===== src/rtl/swt16_pkg.sv =====
// Shared op encodings, execute-stage state encoding and default widths for the swt16 core.
package swt16_pkg;

   localparam int unsigned SWT16_WORD_WIDTH    = 16;
   localparam int unsigned SWT16_PC_WIDTH      = 12;
   localparam int unsigned SWT16_REG_IDX_WIDTH = 4;

   typedef enum logic [2:0] {
      OP_NOP   = 3'd0,
      OP_ADD   = 3'd1,
      OP_SUB   = 3'd2,
      OP_PASS2 = 3'd3,
      OP_MUL   = 3'd4,
      OP_BEQ   = 3'd5,
      OP_BLT   = 3'd6,
      OP_JMP   = 3'd7
   } op_e;

   typedef enum logic [1:0] {
      ST_IDLE = 2'd0,
      ST_EXEC = 2'd1,
      ST_MUL  = 2'd2,
      ST_DONE = 2'd3
   } state_e;

endpackage


===== src/rtl/exec_mc_mul_iter.sv =====
// Shift-add multiplier: one multiplier bit per cycle, low WIDTH bits of the product kept.
module mul_iter #(
   parameter int unsigned WIDTH = 16
) (
   input  logic             clock,
   input  logic             reset,
   input  logic             start,
   input  logic             abort,
   input  logic [WIDTH-1:0] op_a,
   input  logic [WIDTH-1:0] op_b,
   output logic             done,
   output logic [WIDTH-1:0] product
);

   localparam int unsigned CW = $clog2(WIDTH + 1);

   logic [CW-1:0]    count_q;
   logic [WIDTH-1:0] a_q;
   logic [WIDTH-1:0] b_q;
   logic [WIDTH-1:0] acc_q;

   always_ff @(posedge clock or posedge reset) begin
      if (reset) begin
         count_q <= '0;
         a_q     <= '0;
         b_q     <= '0;
         acc_q   <= '0;
      end else if (abort) begin
         count_q <= '0;
      end else if (start) begin
         a_q     <= op_a;
         b_q     <= op_b;
         acc_q   <= '0;
         count_q <= CW'(WIDTH);
      end else if (count_q != '0) begin
         if (b_q[0])
            acc_q <= acc_q + a_q;
         a_q     <= a_q << 1;
         b_q     <= b_q >> 1;
         count_q <= count_q - CW'(1);
      end
   end

   // High on the cycle whose edge performs the last iteration.
   assign done    = (count_q == CW'(1));
   assign product = acc_q;

endmodule


===== src/rtl/exec_mc.sv =====
// Multi-cycle execute stage (ALU, branches, optional iterative MUL).
// Define EXEC_MC_MUL_EN to build the multiplier; otherwise MUL completes in EXEC with a zero result.
module exec_mc
   import swt16_pkg::*;
#(
   parameter int unsigned WORD_WIDTH    = SWT16_WORD_WIDTH,
   parameter int unsigned PC_WIDTH      = SWT16_PC_WIDTH,
   parameter int unsigned REG_IDX_WIDTH = SWT16_REG_IDX_WIDTH
) (
   input  logic                     clock,
   input  logic                     reset,
   input  logic                     in_valid,
   input  logic [2:0]               in_op,
   input  logic                     in_flush,
   input  logic [WORD_WIDTH-1:0]    in_src1,
   input  logic [WORD_WIDTH-1:0]    in_src2,
   input  logic [WORD_WIDTH-1:0]    in_src3,
   input  logic [REG_IDX_WIDTH-1:0] in_res_reg_idx,
   output logic                     out_ready,
   output logic                     out_valid,
   output logic [WORD_WIDTH-1:0]    out_res,
   output logic [REG_IDX_WIDTH-1:0] out_res_reg_idx,
   output logic                     out_wr_reg,
   output logic                     out_set_pc,
   output logic [PC_WIDTH-1:0]      out_branch_pc
);

   state_e                   state_q, state_d;
   op_e                      op_q;
   logic [WORD_WIDTH-1:0]    src1_q, src2_q;
   logic [PC_WIDTH-1:0]      target_q;
   logic [REG_IDX_WIDTH-1:0] idx_q;
   logic                     take;
   logic [WORD_WIDTH-1:0]    sum, diff;

   // A taken branch/jump squashes whatever would be captured on the same edge.
   assign take = in_valid && out_ready && !in_flush && !out_set_pc;
   assign sum  = src1_q + src2_q;
   assign diff = src1_q - src2_q;

`ifdef EXEC_MC_MUL_EN
   logic                  mul_done;
   logic [WORD_WIDTH-1:0] mul_product;

   assign out_ready = (state_q != ST_MUL);

   mul_iter #(.WIDTH(WORD_WIDTH)) u_mul (
      .clock   (clock),
      .reset   (reset),
      .start   (take && (in_op == OP_MUL)),
      .abort   (in_flush),
      .op_a    (in_src1),
      .op_b    (in_src2),
      .done    (mul_done),
      .product (mul_product)
   );
`else
   assign out_ready = 1'b1;
`endif

   always_ff @(posedge clock or posedge reset) begin
      if (reset) begin
         state_q  <= ST_IDLE;
         op_q     <= OP_NOP;
         src1_q   <= '0;
         src2_q   <= '0;
         target_q <= '0;
         idx_q    <= '0;
      end else begin
         state_q <= state_d;
         if (take) begin
            op_q     <= op_e'(in_op);
            src1_q   <= in_src1;
            src2_q   <= in_src2;
            target_q <= in_src3[PC_WIDTH-1:0];
            idx_q    <= in_res_reg_idx;
         end
      end
   end

   always_comb begin
      state_d = ST_IDLE;
      if (in_flush || out_set_pc)
         state_d = ST_IDLE;
`ifdef EXEC_MC_MUL_EN
      else if (take)
         state_d = (in_op == OP_MUL) ? ST_MUL : ST_EXEC;
      else if (state_q == ST_MUL)
         state_d = mul_done ? ST_DONE : ST_MUL;
`else
      else if (take)
         state_d = ST_EXEC;
`endif
   end

   always_comb begin
      out_valid       = 1'b0;
      out_res         = '0;
      out_res_reg_idx = '0;
      out_wr_reg      = 1'b0;
      out_set_pc      = 1'b0;
      out_branch_pc   = '0;
      if (state_q == ST_EXEC) begin
         out_valid       = 1'b1;
         out_res_reg_idx = idx_q;
         case (op_q)
            OP_ADD:   begin out_res = sum;    out_wr_reg = 1'b1; end
            OP_SUB:   begin out_res = diff;   out_wr_reg = 1'b1; end
            OP_PASS2: begin out_res = src2_q; out_wr_reg = 1'b1; end
            OP_BEQ:   out_set_pc = (diff == '0);
            OP_BLT:   out_set_pc = diff[WORD_WIDTH-1];
            OP_JMP:   out_set_pc = 1'b1;
            default:  ;
         endcase
         if (out_set_pc)
            out_branch_pc = (op_q == OP_JMP) ? sum[PC_WIDTH-1:0] : target_q;
      end
`ifdef EXEC_MC_MUL_EN
      else if (state_q == ST_DONE) begin
         out_valid       = 1'b1;
         out_res         = mul_product;
         out_res_reg_idx = idx_q;
         out_wr_reg      = 1'b1;
      end
`endif
   end

endmodule


===== config.mk =====
export PLATFORM = sky130hd
export DESIGN_NAME = exec_mc
export DESIGN_NICKNAME = d
export VERILOG_FILES = /design/src/rtl/swt16_pkg.sv /design/src/rtl/exec_mc_mul_iter.sv /design/src/rtl/exec_mc.sv
export SDC_FILE = /design/constraint.sdc
export NUM_CORES = 1
export LEC_CHECK = 0
export CAP_MARGIN = 5
export CORE_ASPECT_RATIO = 1.4
export CORE_MARGIN = 2
export CORE_UTILIZATION = 25
export DETAILED_ROUTE_END_ITERATION = 16
export GPL_TIMING_DRIVEN = 0
export HOLD_SLACK_MARGIN = 0.05
export REMOVE_ABC_BUFFERS = 1
export SYNTH_ARGS = -nofsm -noshare
export SYNTH_HDL_FRONTEND = slang
export SYNTH_SLANG_ARGS = --single-unit

===== constraint.sdc =====
create_clock -name clock -period 9.6 [get_ports clock]
set_input_delay 1.92 -clock clock [delete_from_list [all_inputs] [get_ports clock]]
set_output_delay 1.92 -clock clock [all_outputs]
set_load 0.05 [all_outputs]

Word level (Yosys, flattened, before mapping)
Index checks and enable logic that the tools add are counted.

Register bits: 53. Logic and storage cells: 36. Output and inout port bits: 36. Bits of input ports: 59.

Equality and inequality tests: 7. Reductions and logical operators: 7. Mux-type cells: 14. $add $sub $neg: 2.

Operators by type and width (number): $pmux 16 s3 (1); $mux 12 (3); $add 16x16->16 (1); $logic_not 16->1 (1); $mux 16 (1); $sub 16x16->16 (1); $eq 3x3->1 const B (3); $mux 1 (7); $eq 3x2->1 const B (2); $mux 4 (1); $eq 3x1->1 const B (1); $pmux 1 s3 (1); $reduce_or 3->1 (1); $eq 2x1->1 const B (1); $logic_and 1x1->1 (2); $logic_not 1->1 (2); $logic_or 1x1->1 (1).

Logic depth before layout (Yosys ltp)
Depth in word-level cells: 9. Depth in mapped cells: 13. Gate-level depth less buffers: 12.

Worst setup path before layout
Ideal clock, no wire load.

Path kind: reg-to-output. Start point: register src1_q[0]. End point: output out_branch_pc[9]. Data required time: 7.680 ns. Setup slack: 3.685 ns. Data arrival time: 3.995 ns. Stages on the path, launching flop included: 14. Buffers on the path: 1. Path through: dfrtp_1 -> inv_1 -> ha_1 -> inv_1 -> fa_1 -> a211o_1 -> a21oi_1 -> o311ai_1 -> a2111oi_0 -> nand4_1 -> nor4_2 -> a21oi_1 -> clkbuf_1 -> a211oi_1.

Longest elaborated chain between the ends: 6. Elaborated cells on any way between the ends: 8. Classes of those cells: 2 x add/sub; 5 x mux; 1 x reduce/logical.

Ends and longest elaborated chain: from (decl) (line exec_mc.sv:30) `logic [WORD_WIDTH-1:0] src1_q, src2_q;`; from (signal assigned) (line exec_mc.sv:73) `src1_q <= in_src1;`; $sub 16x16->16 (line exec_mc.sv:39) `assign diff = src1_q - src2_q;`; $logic_not 16->1 (line exec_mc.sv:110) `OP_BEQ: out_set_pc = (diff == '0);`; $pmux 1 s3 (line exec_mc.sv:106) `case (op_q)`; $mux 1 (line exec_mc.sv:103) `if (state_q == ST_EXEC) begin`; $mux 12 * (line exec_mc.sv:115) `if (out_set_pc)`; $mux 12 * (line exec_mc.sv:103); to (decl) (line exec_mc.sv:25) `output logic [PC_WIDTH-1:0] out_branch_pc`.

Every way passes the cells marked *; elsewhere a longest branch is shown, timed or not. The select of a mux whose other input is x is not followed.

Worst setup path after layout
Ends and elaborated chain as after synthesis.

==> out/results.txt <==
Run status = finished clean
Critical path class = register to primary output
Highest net fanout along the worst path = 13
Final HPWL from detailed placement = 10460 um
Count leader, synth = dfrtp_1
R2R depth = 14
Pre-antenna DRT Iters = 4
DIE AREA = 19620 um2
Number of failing hold endpoints at the final stage = 0
Final Max Tran Viols = 0
CTS hold repair buffers = 0
Residual antenna-violating net count after detailed routing = 0
Origin of the worst min-delay path = idx_q[1]
Largest clock skew in the final design = 0.007144 ns
Total power divided by cell area = 207.2 nW/um2
Max-capacitance violation count = 0
Number of core rows = 58
Count of unique library cells instantiated by Yosys = 72
Proportion of netlist area held by the largest area contributor = 28.14%
Number of antenna violations at the first check in global routing = 0
Total number of vias = 3878
Final standard cell utilization of the core = 32.65%
Leading area contributor after synthesis = dfrtp_1
Number of enable flip-flop cells after synthesis = 0
Number of cells on the worst hold path = 1
Ratio of cells with drive above 1 in the final layout = 13.43%
Capture instance of the worst register-to-register path = src1_q[9]
Post-synthesis sequential area ratio = 28.14%
Total number of yosys warnings = 0
Tightest Hold Check Type = register to register
Actual transition at the worst max-transition pin = 1.214 ns
CTS Buffer Depth = 2
First-pass GRT wire length = 21150 um
Min-Delay Endpoint = idx_q[1]
Crit start category = register
Tcrit/Tclk final = 71.71%
Number of buffers inserted to repair setup after CTS = 0
Flop2flop setup slack = 5.50 ns
Total grt overflow = 0
Number of gates resized after cts = 0
Area of the mapped netlist = 4624 um2
I/O pin total = 95
Initial drt markers = 202
Max transition margin = 19.06%
Number of DRC violations after detailed routing = 0
Total Routed Length = 13280 um
Clock latency at the later pin of the worst-skew pair = 0.30 ns
X dimension of the die = 118.9 um
Count of buffers from port buffering = 89
Clock net sink count = 52
Post-synthesis register bit count = 52
Final setup viols = 0
Maximum ir drop on the vdd rail = 0.07787 mV
Ys flop type = dfrtp_1
Achievable Freq = 145.3 MHz
Most area-consuming cells after synthesis = dfrtp_1, mux2_4, ha_1
Crit path required time = 7.68 ns
Cells after Synth = 494
Overall track demand over capacity in global routing = 13.68%
Die boundary height = 164.9 um
Crit path capture type = primary output
Average size of a mapped cell = 9.361 um2
Static leakage power = 2.463 nW
Diode insertion count for antenna repair = 0
Number of levels the H-tree was split into = 2
Crit. Startpoint = src1_q[0]
Core footprint = 18070 um2
Share of synthesized registers carrying an async set or reset = 100.0%
Root Driver = clkbuf_16
Launch point of the worst reg-to-reg path = src1_q[0]
Avg WL per Cell = 16.47 um
CTS tree = built
Clock Pin Slew Worst Setup and Hold Paths = 0.07 ns
Area growth from synthesis to layout = 27.57%
CTS buffer count = 5
Via density = 4.811
Worst path arrival time = 4.96 ns
RSZ-0062 raised after global routing = no
Pin count of the biggest net entering global routing = 33
Total negative setup slack = 0 ns
Routability Congestion = 0.8484
Commonest cells in the synthesized netlist = dfrtp_1, nor2_1, mux2_4
Smallest hold slack = 0.5008 ns
Final nets = 657
Starting Density = 25.59%
Via count of the first global-routing pass = 4020
Minimum period implied by the final worst setup slack = 6.884 ns
==> how the worst max path moves through the flow <==
stage / end / slack [ns] / depth (start not counted)
2_1_floorplan: out_branch_pc[0] / 3.73 / 12
3_3_place_gp: out_branch_pc[9] / 2.90 / 13
3_5_place_dp: out_branch_pc[9] / 2.92 / 13
4_1_cts: out_branch_pc[9] / 2.56 / 13
5_1_grt: out_branch_pc[9] / 2.50 / 13
6_report: out_branch_pc[9] / 2.72 / 13
==> metal layers <==
| metal | global-route usage [%] | wire (um) | vias up |
|---|---|---|---|
| met5 | 0 | 0 | - |
| met4 | 5.682 | 460 | 0 |
| met3 | 1.381 | 409 | 20 |
| met2 | 24.56 | 6725 | 89 |
| met1 | 16.66 | 5681 | 1863 |
| li1 | - | - | 1906 |
==> kinds of logic (layout without fill, tap and decap cells) <==
family / count (synthesis) / in the layout / share of synthesized area (%)
AOI/OAI and AO/OA: 123 / 123 / 19.13
other: 1 / 1 / 0.08109
and+or+nand+nor: 134 / 134 / 13.99
xor gates and xnor gates: 16 / 16 / 3.030
buffers and inverters: 65 / 137 / 6.628
muxes: 70 / 70 / 19.75
DFF: 52 / 52 / 28.14
adders and majority gates: 33 / 33 / 9.253
==> worst max-delay path, stage by stage, from the launching register on <==
cell,delay (ns)
dfrtp_1,0.40
inv_1,0.09
ha_1,0.15
inv_1,0.05
fa_1,0.42
a211o_1,0.37
a21oi_1,0.17
o311ai_1,0.14
a2111oi_0,0.64
nand4_1,0.21
nor4_2,0.44
a21oi_2,0.32
a211oi_1,0.39
clkdlybuf4s50_1,0.88
==> area by class of cell <==
type / instances / area [um2]
fillers: 1836 / 12170
multi-input cells: 377 / 3020
flip-flops and latches: 52 / 1301
repair buffers: 95 / 967.2
well taps: 240 / 300.3
clock buffers: 7 / 152.6
inverters: 34 / 127.6
clock inverters: 1 / 30.03
==> registers in the layout, summed over array words and instances (netlist names) <==
register and flops:
idx_q 4, state_q 1, src1_q 16, op_q 3, target_q 12, src2_q 16
==> metrics by stage <==
stage	total power [mW]	worst slack [ns]	instances	area, um2
finish	1.222	2.716	806	5899
CTS	1.229	2.561	806	5896
floorplan	0.8101	3.730	463	4446
global placement	0.9961	2.904	792	5637
global route	1.311	2.498	806	5899
detailed placement	0.9975	2.922	798	5713
==> report_power, final <==
| part | total (mW) | switching (mW) | internal [mW] |
|---|---|---|---|
| sequential | 0.306 | 0.0486 | 0.257 |
| combinational | 0.691 | 0.396 | 0.295 |
| clock | 0.225 | 0.0875 | 0.138 |
| total | 1.22 | 0.532 | 0.690 |
==> cells in the final DEF (no fill, tap or decap), types with 6 or more instances in the layout <==
master	instances
nor2_1	47
ha_1	31
inv_1	33
mux2_2	12
nor2b_1	6
a211oi_1	6
nand3_1	7
o21bai_1	6
mux2i_1	17
o21ai_0	13
dfrtp_1	52
xor2_1	6
and2_1	6
clkdlybuf4s50_1	89
nand2_1	31
mux2_4	39
a211o_1	6
a21oi_1	29
o211ai_1	10
xnor2_1	10
nor3_1	12
Power figures use the tool's default switching activity.
